**src/rtl/karatsuba_acc.sv**
```systemverilog
// -----------------------------------------------------------------------------
// karatsuba_acc
//   Back end for the karatsuba multiplier: it sums a stream of P_W-bit
//   products into an ACC_W-bit accumulator and hands the closed sum out on a
//   valid/ready port. A sum closes on an accepted term that has in_last set,
//   or on the accepted term that brings the count to MAX_TERMS.
//
//   Configuration macro: KARATSUBA_ACC_SAT_EN
//     defined   -> on overflow the sum clamps to 2^ACC_W-1 and stays there
//     undefined -> the sum wraps modulo 2^ACC_W
//     In both builds ovf is sticky and set on overflow.
//
// Ports
//   clk         rising-edge clock
//   reset       synchronous active-high reset
//   clear       synchronous abort; drops any partial or held sum
//   in_valid    Z carries a product this cycle
//   in_last     final term of the sum (qualified by in_valid)
//   Z           product from the karatsuba stage
//   in_ready    accumulator can take a term (state ACCUM)
//   out_valid   acc_out holds a closed sum (state HOLD)
//   out_ready   consumer takes acc_out
//   acc_out     running/closed sum
//   term_count  number of terms in the current/held sum
//   ovf         sticky overflow flag for the current/held sum
// -----------------------------------------------------------------------------
module karatsuba_acc #(
   parameter int P_W       = 16,
   parameter int ACC_W     = 24,
   parameter int MAX_TERMS = 16,
   parameter int CNT_W     = 5
) (
   input  logic             clk,
   input  logic             reset,
   input  logic             clear,
   input  logic             in_valid,
   input  logic             in_last,
   input  logic [P_W-1:0]   Z,
   output logic             in_ready,
   output logic             out_valid,
   input  logic             out_ready,
   output logic [ACC_W-1:0] acc_out,
   output logic [CNT_W-1:0] term_count,
   output logic             ovf
);

   typedef enum logic [0:0] {
      ST_ACCUM = 1'b0,
      ST_HOLD  = 1'b1
   } state_t;

   localparam logic [ACC_W-1:0] ACC_MAX   = {ACC_W{1'b1}};
   localparam logic [CNT_W-1:0] CNT_LIMIT = CNT_W'(MAX_TERMS);

   state_t           state_q, state_d;
   logic [ACC_W-1:0] acc_q,   acc_d;
   logic [CNT_W-1:0] cnt_q,   cnt_d;
   logic             ovf_q,   ovf_d;

   logic [ACC_W:0]   sum_s;
   logic             carry_s;
   logic [CNT_W-1:0] cnt_inc_s;
   logic [ACC_W-1:0] acc_next_s;

   // Datapath: one extra bit catches the carry out of the accumulator MSB.
   always_comb begin
      sum_s     = {1'b0, acc_q} + {{(ACC_W + 1 - P_W){1'b0}}, Z};
      carry_s   = sum_s[ACC_W];
      cnt_inc_s = cnt_q + {{(CNT_W - 1){1'b0}}, 1'b1};
`ifdef KARATSUBA_ACC_SAT_EN
      // Once clamped at ACC_MAX any non-zero term carries again, so the
      // clamp holds for the rest of the sum without extra state.
      if (carry_s) begin
         acc_next_s = ACC_MAX;
      end else begin
         acc_next_s = sum_s[ACC_W-1:0];
      end
`else
      acc_next_s = sum_s[ACC_W-1:0];
`endif
   end

   // Next-state logic for the ACCUM/HOLD handshake FSM and the sum registers.
   always_comb begin
      state_d = state_q;
      acc_d   = acc_q;
      cnt_d   = cnt_q;
      ovf_d   = ovf_q;
      case (state_q)
         ST_ACCUM: begin
            if (in_valid) begin
               acc_d = acc_next_s;
               cnt_d = cnt_inc_s;
               ovf_d = ovf_q | carry_s;
               if (in_last || (cnt_inc_s == CNT_LIMIT)) begin
                  state_d = ST_HOLD;
               end else begin
                  state_d = ST_ACCUM;
               end
            end else begin
               state_d = ST_ACCUM;
            end
         end
         ST_HOLD: begin
            // Release returns to an empty sum; the release cycle itself
            // never accepts a term because in_ready is low in HOLD.
            if (out_ready) begin
               state_d = ST_ACCUM;
               acc_d   = {ACC_W{1'b0}};
               cnt_d   = {CNT_W{1'b0}};
               ovf_d   = 1'b0;
            end else begin
               state_d = ST_HOLD;
            end
         end
         default: begin
            state_d = ST_ACCUM;
            acc_d   = {ACC_W{1'b0}};
            cnt_d   = {CNT_W{1'b0}};
            ovf_d   = 1'b0;
         end
      endcase
   end

   // State and sum registers; clear behaves exactly like reset.
   always_ff @(posedge clk) begin
      if (reset || clear) begin
         state_q <= ST_ACCUM;
         acc_q   <= {ACC_W{1'b0}};
         cnt_q   <= {CNT_W{1'b0}};
         ovf_q   <= 1'b0;
      end else begin
         state_q <= state_d;
         acc_q   <= acc_d;
         cnt_q   <= cnt_d;
         ovf_q   <= ovf_d;
      end
   end

   // Outputs are direct decodes of registered state.
   always_comb begin
      in_ready   = (state_q == ST_ACCUM);
      out_valid  = (state_q == ST_HOLD);
      acc_out    = acc_q;
      term_count = cnt_q;
      ovf        = ovf_q;
   end

endmodule

```
**config.mk**
```make
export PLATFORM = sky130hd
export DESIGN_NAME = karatsuba_acc
export DESIGN_NICKNAME = d
export VERILOG_FILES = /design/src/rtl/karatsuba_acc.sv
export SDC_FILE = /design/constraint.sdc
export NUM_CORES = 1
export LEC_CHECK = 0
export ABC_AREA = 1
export CAP_MARGIN = 25
export CORE_ASPECT_RATIO = 0.7
export CORE_MARGIN = 5
export CORE_UTILIZATION = 45
export DETAILED_ROUTE_END_ITERATION = 16
export PLACE_DENSITY = 0.7
export REMOVE_ABC_BUFFERS = 1
export SYNTH_ARGS = -nofsm -noshare
export SYNTH_HDL_FRONTEND = slang
export SYNTH_SLANG_ARGS = --single-unit
```
**constraint.sdc**
```tcl
create_clock -name clk -period 2.6 [get_ports clk]
set_input_delay 0.52 -clock clk [delete_from_list [all_inputs] [get_ports clk]]
set_output_delay 0.52 -clock clk [all_outputs]
set_load 0.005 [all_outputs]
```
**Word level (Yosys, flattened, before mapping)**

Cells that the tools add are included.

- Flip-flop bits (word level): 31
- Word-level logic and storage cells: 27
- Input port bits: 22

- Equal/unequal tests: 3
- Bitwise gates (word level): 2
- $add $sub $neg: 2
- Mux-type cells: 13
- Reductions and logical operators: 3

Operators with widths:

| cell | count |
|---|---|
| 2-to-1 mux 24 bit | 2 |
| one-hot mux 24 bit (2 select lines) | 1 |
| adder 24 x 16 -> 25 bit | 1 |
| 2-to-1 mux 5 bit | 2 |
| one-hot mux 5 bit (2 select lines) | 1 |
| adder 5 x 1 -> 5 bit (second input constant) | 1 |
| == test 5 bit (second input constant) | 1 |
| 2-to-1 mux 1 bit | 5 |
| inequality test 2 bit (second input constant) | 2 |
| one-hot mux 1 bit (2 select lines) | 2 |
| logical OR 1 bit | 2 |
| AND reduction 2 bit | 1 |
| inverter 1 bit | 1 |
| bitwise OR 1 bit | 1 |

**Logic depth before layout (Yosys ltp)**

Gate-level depths: netlist of the first run.

- Depth after elaboration: 6
- Mapped depth: 13

**Worst setup path before layout of the first run**

Ideal clock, no wire load.

- Path kind: input port to flip-flop
- Start point: input Z[0]
- End point: register acc_q[8], in the netlist acc_out[8]
- Path slack: 0.629 ns
- Arrival time: 1.837 ns
- Stages on the path: 9
- Cells stage by stage: ha_1 fa_1 nand3_1 nand3_2 inv_2 o21bai_2 or2_2 nand3_1 a21oi_1

- Word-level cells in the longest chain between the ends: 3

Ends and longest elaborated chain:

| item | line | RTL |
|---|---|---|
| from (decl) | 38 | `input logic [P_W-1:0] Z,` |
| adder 24 x 16 -> 25 bit | 67 | `sum_s = {1'b0, acc_q} + {{(ACC_W + 1 - P_W){1'b0}}, Z};` |
| 2-to-1 mux 24 bit | 91 | `if (in_valid) begin` |
| one-hot mux 24 bit (2 select lines) | 89 | `case (state_q)` |
| to (signal assigned) | 129 | `acc_q <= {ACC_W{1'b0}};` |
| to (decl) | 56 | `logic [ACC_W-1:0] acc_q, acc_d;` |

Every way passes these cells. The select of a mux whose other input is x is not followed.
A chain may end at the register's enable or synchronous reset.

**Worst setup path after layout of the first run**

- Start point: input Z[0]
- End point: register acc_q[16], in the netlist acc_out[16]

The elaborated chain is that of the path after synthesis.

==> metrics, run 1 <==
outcome complete, no violations; Clock Skews around 0.0038 ns; path type of the worst min-delay path reg -> reg; hold-fix buffers at CTS 0; fillers 538; Post-CTS Resized 0; H-tree depth 2; fraction of registers with async set/reset 0; Final Util 0.6064; number of synthesized flops with an enable pin 0; Most common cell on crit path nand2_1; sequential cell area fraction in the yosys report 0.2533; CP Cell Sequence clkdlybuf4s50_1 > ha_1 > fa_1 > nand3_1 > nand3_2 > inv_2 > o21bai_2 > nand2_1 > nand2_1 > nand2_1 > nand2_1 > nand2_1 > nor2_1; Die Width 98.19 um; post-route setup TNS 0 ns; Cell Area, Synth 2450 um^2; Primary FF master, synth dfxtp_1; DR WL/cell 12.96 um; top cell type's share of synthesized area 0.2533; post-synth top area cell dfxtp_1; Area growth syn-to-layout 30.13%; Die Span Y ~72 um; Post-Layout Inst Area 3188 um^2; routed vias 2635; Final #Nets 494; Pins Over Slew Limit 0; post-route clock period utilization 0.8650; Clock Path Buffers 2; gpl congestion 0.8313; DRT Pass-1 Iters 4; top cells by count, synth nand2_1, inv_1, a21oi_1; Setup Buffers After CTS 0; CP startpoint kind primary input; root buffer cell clkbuf_8; DRT antenna net count 0; Synth warnings 0; min cycle time layout 2.249 ns; CTS tree yes; first-pass GRT wire length 11.31 mm; P_leak around 0.0015 uW; CP peak stage delay roughly 0.45 ns; clock latency on the worst-skew pair 0.29 ns; largest net degree at the start of global routing 21; Residual DRC 0; Area contributors post-synth dfxtp_1, nand2_1, ha_1, a21oi_1, inv_1; dpl hpwl 5.414 mm; Core ar. 5258 um^2; Post-DP Area 3070 um^2; I/O pins 54; Setup CP Type in -> reg; Max FO, Critical Path 5; Buffers on Ports 53; initial antenna violation count 0; Synth Area per Inst 6.202 um^2; Global Route Usage Sum 0.1978; vias in the first global route 2451; Netlist cell types 32; Slowest-stage cell, CP fa_1; via/cell ratio 5.010; Die ar. between 7000 and 8000 um^2; max capacitance violation total 0; setup violators final 0; Initial DRC Count 125; post-synthesis register bit count 31; Fmax 0.4447 GHz; Crit. End Element flip-flop; P per Cell Area 404.2 nW/um^2; RSZ-0062 raised after global routing no; most frequent cell after synthesis nand2_1; clock-pin slew on the worst setup and hold paths 0.07 ns; Peak VDD IR 0.2177 mV; Clock Sinks 31; worst endpoint data arrival time 2.44 ns; Num CTS Buffers 5; Mapped Cells approximately 400; worst slew pin tran between 0.4 and 0.5 ns; Slew HR 0.7157; final WL 6.816 mm; Initial Utilization 0.4660; proportion of layout cells with a drive suffix above 1 0.1057; final-report hold violation count 0; Antenna diodes 0; WP data required 2.79 ns; Overflow after GRT 0; Rows 22
[cell usage in the layout (no fill, tap or decap), types with 2 or more instances in the layout]
cell type        count
nor4_1               2
buf_4                4
ha_1                18
o21ai_0              8
nand3_2              5
clkdlybuf4s50_1     53
a21o_1               2
and2_1               2
clkbuf_8             6
dfxtp_1             31
nand3b_1             2
a21oi_1             43
nand3_1             27
or2_2                5
nor3_1               2
inv_2                2
nor2_2               5
nand2_1            130
nand2_2             12
nor3_2               3
xnor2_1              2
nand4_1              2
nor2_1              24
inv_1               54
[report_power, final]
group / total (uW) / internal, uW / switching, uW
clock network: 503 / 310 / 193
registers: 498 / 487 / 10.7
logic: 288 / 122 / 165
total: 1290 / 919 / 369
[cell families after synthesis]
kind of cell	share of synthesized area
AOI/OAI and AO/OA	0.1210
xor gates and xnor gates	0.01073
DFF	0.2533
buffers and inverters	0.09806
adders and majority gates	0.1001
and+or+nand+nor	0.4168
[through the flow]
| step | power [uW] | hold slack (ns) | setup WS [ns] | std cells |
|---|---|---|---|---|
| detailed placement | 793.2 | 0.4675 | 0.06346 | 518 |
| floorplan | 679.7 | 0.4466 | 0.6204 | 389 |
| global placement | 789.6 | 0.4725 | 0.1198 | 518 |
| global route | 1356 | 0.5010 | 0.2334 | 526 |
| CTS | 1301 | 0.4793 | 0.3649 | 526 |
| finish | 1289 | 0.4740 | 0.3511 | 526 |
[registers in the layout, summed over array words and instances (netlist names)]
signal	cells
ovf	1
term_count	5
out_valid	1
acc_out	24
[final cells by class]
cell class	count	area [um^2]	area share
clock buffers	6	82.58	0.02590
repair buffers	57	560.5	0.1758
clock inverters	2	35.03	0.01099
multi-input cells	302	1589	0.4984
well taps	72	90.09	0.02826
flip-flops and latches	31	620.6	0.1947
inverters	56	210.2	0.06593
[critical path: cells and delay by family]
family / cells / cell delay [ns]
compound gates: 1 / 0.07
fa+ha+maj: 2 / 0.69
buf+inv: 2 / 0.48
simple gates: 8 / 0.67
[per-layer routing]
metal  GRT usage  up-vias  part of all wire
met5           0        -                 0
met4     0.05000        0            0.0037
met3     0.05739        4             0.091
met2      0.2941       90              0.40
met1      0.2812     1174              0.50
li1            -     1367                 -
[path summary, 6_finish.rpt]
check                          start  slack, ns                        to  cells past startpoint
max reg2reg  acc_out[0]$_SDFFE_PP0P_       0.68  acc_out[16]$_SDFFE_PP0P_                     12
min                 ovf$_SDFFE_PP0P_       0.47          ovf$_SDFFE_PP0P_                      2
min reg2reg         ovf$_SDFFE_PP0P_       0.47          ovf$_SDFFE_PP0P_                      2
max                             Z[0]       0.35  acc_out[16]$_SDFFE_PP0P_                     13
Power figures use the tool's default switching activity.
==> run 2, diff against run 1 <==
--- a/config.mk
+++ b/config.mk
@@ -13,6 +13,7 @@
 export DETAILED_ROUTE_END_ITERATION = 16
 export PLACE_DENSITY = 0.7
 export REMOVE_ABC_BUFFERS = 1
+export SLEW_MARGIN = 30
 export SYNTH_ARGS = -nofsm -noshare
 export SYNTH_HDL_FRONTEND = slang
 export SYNTH_SLANG_ARGS = --single-unit
==> results of run 2 <==
No change in the layout: final DEF, timing and power equal those of run 1.
==> run 3, diff against run 2 <==
--- a/config.mk
+++ b/config.mk
@@ -11,6 +11,7 @@
 export CORE_MARGIN = 5
 export CORE_UTILIZATION = 45
 export DETAILED_ROUTE_END_ITERATION = 16
+export HOLD_SLACK_MARGIN = 0.15
 export PLACE_DENSITY = 0.7
 export REMOVE_ABC_BUFFERS = 1
 export SLEW_MARGIN = 30
==> results of run 3 <==
No change in the layout: final DEF, timing and power equal those of run 1.
